## src/rtl/fnd_pkg.sv

```systemverilog
// Shared definitions for the popcount / FND display slice.
// Latency: n/a (constants, types and a combinational helper only).
// Backpressure: n/a.
//
// Contents:
//   SEG_0..SEG_9, SEG_BLANK  active-low 7-segment codes, bit order {g,f,e,d,c,b,a}
//   state_t                  counter FSM encoding (IDLE, COUNT)
//   bin2bcd()                14-bit binary to 4-digit BCD (double dabble)
package fnd_pkg;

  localparam logic [6:0] SEG_0     = 7'b1000000;
  localparam logic [6:0] SEG_1     = 7'b1111001;
  localparam logic [6:0] SEG_2     = 7'b0100100;
  localparam logic [6:0] SEG_3     = 7'b0110000;
  localparam logic [6:0] SEG_4     = 7'b0011001;
  localparam logic [6:0] SEG_5     = 7'b0010010;
  localparam logic [6:0] SEG_6     = 7'b0000010;
  localparam logic [6:0] SEG_7     = 7'b1111000;
  localparam logic [6:0] SEG_8     = 7'b0000000;
  localparam logic [6:0] SEG_9     = 7'b0010000;
  localparam logic [6:0] SEG_BLANK = 7'b1111111;

  typedef enum logic {
    IDLE  = 1'b0,
    COUNT = 1'b1
  } state_t;

  // 14 input bits cover 0..9999. Each step corrects any BCD nibble >= 5
  // by +3 before the shift, so it carries correctly into the next decade.
  function automatic logic [15:0] bin2bcd(input logic [13:0] bin);
    logic [15:0] bcd;
    bcd = '0;
    for (int i = 13; i >= 0; i--) begin
      for (int k = 0; k < 4; k++) begin
        if (bcd[4*k +: 4] >= 4'd5) begin
          bcd[4*k +: 4] = bcd[4*k +: 4] + 4'd3;
        end
      end
      bcd = {bcd[14:0], bin[i]};
    end
    return bcd;
  endfunction

endpackage

```

## src/rtl/fnd_digit_dec.sv

```systemverilog
// BCD digit to active-low 7-segment decoder with a blank override.
// Latency: combinational.
// Backpressure: none.
//
// Ports:
//   bcd    in  4  BCD digit (10..15 decode to blank)
//   blank  in  1  force all segments off
//   seg    out 7  segments {g,f,e,d,c,b,a}, 0 = lit
module fnd_digit_dec
  import fnd_pkg::*;
(
  input  logic [3:0] bcd,
  input  logic       blank,
  output logic [6:0] seg
);

  always_comb begin
    seg = SEG_BLANK;
    if (!blank) begin
      case (bcd)
        4'd0:    seg = SEG_0;
        4'd1:    seg = SEG_1;
        4'd2:    seg = SEG_2;
        4'd3:    seg = SEG_3;
        4'd4:    seg = SEG_4;
        4'd5:    seg = SEG_5;
        4'd6:    seg = SEG_6;
        4'd7:    seg = SEG_7;
        4'd8:    seg = SEG_8;
        4'd9:    seg = SEG_9;
        default: seg = SEG_BLANK;
      endcase
    end
  end

endmodule

```

## src/rtl/popcount_fnd_scan.sv

```systemverilog
// Bit-serial ones counter with start/busy/done, result shown on a scanned 4-digit FND.
// Latency: done pulses WIDTH cycles after the accepted start edge; display follows count one cycle later.
// Backpressure: none; start is sampled only in IDLE, start while busy is dropped (no queueing).
//
// Ports:
//   clk     in   1      system clock, rising edge
//   rst_n   in   1      asynchronous reset, active-low
//   start   in   1      request a count of d (sampled only in IDLE)
//   d       in   WIDTH  vector to count, captured on the accepted start edge
//   busy    out  1      high while counting
//   done    out  1      one-cycle pulse when count updates
//   count   out  CW     last completed ones count
//   fnd     out  7      segments {g,f,e,d,c,b,a}, active-low
//   fndsel  out  4      digit enables, active-low, [0]=ones .. [3]=thousands
//
// Build option: define POPCNT_LZ_BLANK_EN to blank leading-zero digits
// (the ones digit is always shown).
module popcount_fnd_scan
  import fnd_pkg::*;
#(
  parameter  int WIDTH    = 16,
  parameter  int SCAN_DIV = 50000,
  localparam int CW       = $clog2(WIDTH + 1)
) (
  input  logic             clk,
  input  logic             rst_n,
  input  logic             start,
  input  logic [WIDTH-1:0] d,
  output logic             busy,
  output logic             done,
  output logic [CW-1:0]    count,
  output logic [6:0]       fnd,
  output logic [3:0]       fndsel
);

  localparam int SW = (SCAN_DIV > 1) ? $clog2(SCAN_DIV) : 1;

  // ---------------- counter FSM ----------------
  state_t           state, state_nx;
  logic             load, step, last;
  logic [WIDTH-1:0] shift;
  logic [CW-1:0]    acc;
  logic [CW-1:0]    bitcnt;
  logic [CW-1:0]    acc_nx;

  assign last   = (bitcnt == CW'(WIDTH - 1));
  assign acc_nx = acc + CW'(shift[0]);

  always_ff @(posedge clk or negedge rst_n) begin
    if (!rst_n) begin
      state <= IDLE;
    end else begin
      state <= state_nx;
    end
  end

  always_comb begin
    state_nx = state;
    load     = 1'b0;
    step     = 1'b0;
    case (state)
      IDLE: begin
        if (start) begin
          load     = 1'b1;
          state_nx = COUNT;
        end
      end
      COUNT: begin
        step = 1'b1;
        if (last) begin
          state_nx = IDLE;
        end
      end
      default: state_nx = IDLE;
    endcase
  end

  always_ff @(posedge clk or negedge rst_n) begin
    if (!rst_n) begin
      shift  <= '0;
      acc    <= '0;
      bitcnt <= '0;
      busy   <= 1'b0;
      done   <= 1'b0;
      count  <= '0;
    end else begin
      done <= 1'b0;
      if (load) begin
        shift  <= d;
        acc    <= '0;
        bitcnt <= '0;
        busy   <= 1'b1;
      end else if (step) begin
        shift  <= shift >> 1;
        acc    <= acc_nx;
        bitcnt <= bitcnt + CW'(1);
        if (last) begin
          // Fold in the final bit directly so count is valid with done.
          count <= acc_nx;
          done  <= 1'b1;
          busy  <= 1'b0;
        end
      end
    end
  end

  // ---------------- display ----------------
  logic [15:0]   bcd;
  logic [SW-1:0] scan_cnt;
  logic          scan_tc;
  logic [1:0]    idx, idx_nx;
  logic [3:0]    dig;
  logic          blank;
  logic [6:0]    seg_nx;

  assign bcd     = bin2bcd(14'(count));
  assign scan_tc = (scan_cnt == SW'(SCAN_DIV - 1));
  assign idx_nx  = scan_tc ? idx + 2'd1 : idx;

  // Decode the digit that will be selected after this edge, so fnd and
  // fndsel register together and never disagree.
  always_comb begin
    dig = bcd[3:0];
    case (idx_nx)
      2'd0: dig = bcd[3:0];
      2'd1: dig = bcd[7:4];
      2'd2: dig = bcd[11:8];
      2'd3: dig = bcd[15:12];
      default: dig = bcd[3:0];
    endcase
  end

`ifdef POPCNT_LZ_BLANK_EN
  logic z3, z2, z1;
  // A digit is a leading zero when it and every higher digit are zero.
  assign z3 = (bcd[15:12] == 4'd0);
  assign z2 = z3 && (bcd[11:8] == 4'd0);
  assign z1 = z2 && (bcd[7:4] == 4'd0);

  always_comb begin
    blank = 1'b0;
    case (idx_nx)
      2'd1: blank = z1;
      2'd2: blank = z2;
      2'd3: blank = z3;
      default: blank = 1'b0;
    endcase
  end
`else
  assign blank = 1'b0;
`endif

  fnd_digit_dec u_dec (
    .bcd   (dig),
    .blank (blank),
    .seg   (seg_nx)
  );

  always_ff @(posedge clk or negedge rst_n) begin
    if (!rst_n) begin
      scan_cnt <= '0;
      idx      <= 2'd0;
      fndsel   <= 4'b1110;
      fnd      <= SEG_0;
    end else begin
      scan_cnt <= scan_tc ? '0 : scan_cnt + SW'(1);
      idx      <= idx_nx;
      fndsel   <= ~(4'b0001 << idx_nx);
      fnd      <= seg_nx;
    end
  end

endmodule
```

## config.mk

```make
export PLATFORM = sky130hd
export DESIGN_NAME = popcount_fnd_scan
export DESIGN_NICKNAME = d
export VERILOG_FILES = /design/src/rtl/fnd_pkg.sv /design/src/rtl/fnd_digit_dec.sv /design/src/rtl/popcount_fnd_scan.sv
export SDC_FILE = /design/constraint.sdc
export NUM_CORES = 1
export LEC_CHECK = 0
export CAP_MARGIN = 5
export CORE_ASPECT_RATIO = 0.7
export CORE_MARGIN = 1
export CORE_UTILIZATION = 35
export CTS_CLUSTER_SIZE = 14
export DETAILED_ROUTE_END_ITERATION = 16
export SYNTH_ARGS = -nofsm -noshare
export SYNTH_HDL_FRONTEND = slang
export SYNTH_HIERARCHICAL = 1
export SYNTH_SLANG_ARGS = --single-unit
```

## constraint.sdc

```tcl
create_clock -name clk -period 2.86 [get_ports clk]
set_input_delay 0.572 -clock clk [delete_from_list [all_inputs] [get_ports clk]]
set_output_delay 0.572 -clock clk [all_outputs]
set_load 0.02 [all_outputs]
```

==> results.rst <==
.. list-table::
   :header-rows: 1

   * - Metric
     - Value
   * - Floorplan die height
     - ~83 um
   * - Layout Skew
     - between 0.005 and 0.006 ns
   * - Number of setup violations in the final report
     - 0
   * - Final RePlAce weighted congestion
     - around 0.86
   * - Overflow left after global routing
     - 0
   * - Maximum number of pins on one net before global-route repair
     - 64
   * - Final layout net count
     - 394
   * - Signed area change from the synthesized netlist to the final layout
     - 24.2%
   * - Placement row count
     - 29
   * - Worst min path class
     - in2async
   * - Mean instance size in the synthesized netlist
     - between 10 and 15 um2
   * - DR DRC count
     - 0
   * - Sequential area share after synthesis
     - 0.486
   * - Required time worst endpoint
     - 3.11 ns
   * - Clock-pin slew on the worst setup and hold paths
     - about 0.05 ns
   * - Power Total
     - approximately 3.7 mW
   * - Share of the synthesized area in the top cell type
     - 0.454
   * - Number of storage elements in the synthesis netlist
     - 63
   * - EDFF count, synth
     - 0
   * - Detailed Route WL
     - around 6000 um
   * - Worst slack, placed
     - between 0.15 and 0.2 ns
   * - Peak supply drop
     - between 0.3 and 0.4 mV
   * - Total inserted antenna cells
     - 0
   * - Final Hold Violating Endpoints
     - 0
   * - Startpoint type of the worst setup path
     - flip-flop
   * - Data arrival time of the critical path
     - approximately 2.9 ns
   * - Synthesized cell area
     - around 3300 um2
   * - Final Max Slew Viols
     - 0
   * - Area leader, netlist
     - dfrtp_1
   * - Final critical delay including setup and external delays
     - 2.65 ns
   * - Worst skew pair latency
     - roughly 0.33 ns
   * - Standard cell core area
     - ~9000 um2
   * - Iteration-0 DRC count of the detailed router
     - 100
   * - Routed vias
     - 2328
   * - Flip-flop cell with the highest count after synthesis
     - dfrtp_1
   * - ANT nets after route
     - 0
   * - Post-DP HPWL
     - about 4100 um
   * - Slew at the pin closest to its max-slew limit
     - around 0.8 ns
   * - Number of warning messages in the yosys log
     - 6
   * - Area contributors post-synth
     - dfrtp_1 45%, o21ai_0 5.1%, mux2i_1 4.9%, ha_1 4.6%, nand2_1 4.5%
   * - Buffer cell driving the clock tree root
     - clkbuf_16
   * - Die ar.
     - roughly 9700 um2
   * - Number of buffers inserted by post-CTS setup repair
     - 0
   * - Critical Setup Path Class
     - reg2reg
   * - Vias in the first global route
     - about 2200
   * - Number of primary I/O pins
     - 37
   * - Gate family responsible for the most delay along the worst path
     - simple AND/OR/NAND/NOR gates
   * - Clock tree buffer depth
     - 2
   * - Series of cell instances along the critical path
     - inv_1 -> ha_1 -> nor2_4 -> nor4b_4 -> or4_1 -> o211ai_2 -> nand3b_1 -> inv_1 -> ha_1 -> nor3b_2 -> a21oi_1
   * - Commonest non-fill, non-tap cell in the layout
     - dfrtp_1
   * - Top achievable clock speed
     - between 300 and 400 MHz
   * - Horizontal die dimension
     - around 120 um
   * - Longest individual stage delay on the worst path
     - 0.50 ns
   * - Top fanout value on the critical path
     - 8
   * - Highest-count cells in the layout ignoring fill and taps
     - 58 x dfrtp_1, 39 x nand2_1, 35 x clkdlybuf4s50_1, 33 x o21ai_0, 25 x nor2_1
   * - Inserted Clock Buffers
     - 9
   * - Final period util
     - 0.928
   * - Hold WS
     - ~0.41 ns
   * - Crit path buf inv count
     - 2
   * - Initial antenna violation count
     - 0
   * - CTS HTree Levels
     - 3
   * - Detailed-routing iteration count for the pre-antenna-repair pass
     - 4
   * - Filler cell count
     - around 850
   * - Cell variety after synth
     - 57
   * - Category of the worst setup path capture point
     - flip-flop
   * - Outcome
     - finished, final reports clean
   * - Power per cell area
     - roughly 900 nW/um2
   * - Least setup slack across all paths after layout
     - roughly 0.21 ns
   * - Ys async rst share
     - 1.00
   * - Fraction of final layout cells sized beyond drive strength 1
     - 0.120
   * - GRT Total Usage
     - 0.144
   * - Initial core utilization
     - 0.360
   * - Clock Sink Count
     - 63
   * - Average via count per standard cell
     - 4.73
   * - Clock tree from TritonCTS
     - done
   * - DR WL/cell
     - between 10 and 15 um
   * - Critical path's slowest cell
     - or4_1
   * - Relative slew margins
     - 0.467
   * - Syn Inst Count
     - 320
   * - Post-CTS Resized
     - 0
   * - Port buffer count
     - 36
   * - Number of max-cap violations
     - 0
   * - Global-route wire length before repair
     - 10500 um
   * - Static Leak
     - 1.79 nW
   * - Post-CTS Hold Buffers
     - 0
-- Yosys cell counts (2+ instances only) --
library cell,number
a22o_1,4
nand2b_1,4
xnor2_1,10
buf_4,3
nor2b_1,2
buf_2,4
dfrtp_1,59
mux2i_1,16
xor2_1,12
nor2_1,25
dfstp_2,4
nor3_2,3
and4bb_2,2
a21oi_1,10
o21ai_0,33
ha_1,12
o22ai_1,2
nand3_1,12
and3_1,4
nor3_1,4
clkbuf_1,5
nand4_1,4
nor2_2,2
nand2_1,39
o31ai_1,3
inv_1,11
-- power breakdown --
part           switching, mW  internal (mW)  leakage (nW)
logic                  0.705          0.593         0.846
clock network          0.373          0.693         0.146
registers              0.194           1.13         0.793
total                   1.27           2.41          1.79
-- cell families (layout without fill, tap and decap cells) --
family                     count (synthesis)  after routing  synth area share
other                                      1              7           0.00115
muxes                                     17             17            0.0527
adders and majority gates                 12             12            0.0462
DFF                                       63             63             0.486
buffers and inverters                     25             67            0.0362
AOI/OAI and AO/OA                         61             61             0.111
and+or+nand+nor                          119            119             0.208
xor gates and xnor gates                  22             22            0.0592
-- final cells by class --
| cell class | count | area (um2) | area share |
|---|---|---|---|
| tap | 124 | 155 | 0.0384 |
| clock inverter | 4 | 45.0 | 0.0111 |
| multi-input combinational | 238 | 1590 | 0.392 |
| inverter | 11 | 41.3 | 0.0102 |
| sequential | 63 | 1580 | 0.392 |
| timing repair buffer | 40 | 385 | 0.0954 |
| clock buffer | 12 | 246 | 0.0610 |
-- stage by stage --
| step | utilization | instances | setup TNS [ns] | area (um2) |
|---|---|---|---|---|
| final | 0.447 | 492 | 0 | 4040 |
| after global routing | 0.447 | 492 | -0.0429 | 4040 |
| after CTS | 0.446 | 492 | 0 | 4030 |
| after detailed placement | 0.414 | 476 | 0 | 3740 |
| after global placement | 0.414 | 476 | 0 | 3740 |
| after floorplan | - | 326 | 0 | 3280 |
-- registers in the layout (all words and copies together), names as in the netlist --
name / cells
scan_cnt: 16
shift: 16
fnd: 7
acc: 5
bitcnt: 5
count: 5
fndsel: 4
idx: 2
busy: 1
done: 1
state: 1
-- metal layers --
layer	track usage	routed length, um	vias to the layer above
met5	0	0	-
met4	0.0494	71	0
met3	0.0577	295	8
met2	0.206	2610	44
met1	0.195	3060	1098
li1	-	-	1178
-- worst paths after layout --
check                          start           end  slack [ns]  cells after the start
setup / recovery            count[3]        fnd[3]        0.21                     11
hold / removal                 rst_n  scan_cnt[10]        0.41                      2
setup reg to reg            count[3]        fnd[3]        0.21                     11
hold reg to reg            shift[14]     shift[13]        0.48                      2
max in group asynchronous      rst_n      count[3]        1.87                      2
min in group clk           shift[14]     shift[13]        0.48                      2
Note: power is estimated with default switching activity, not from simulation.
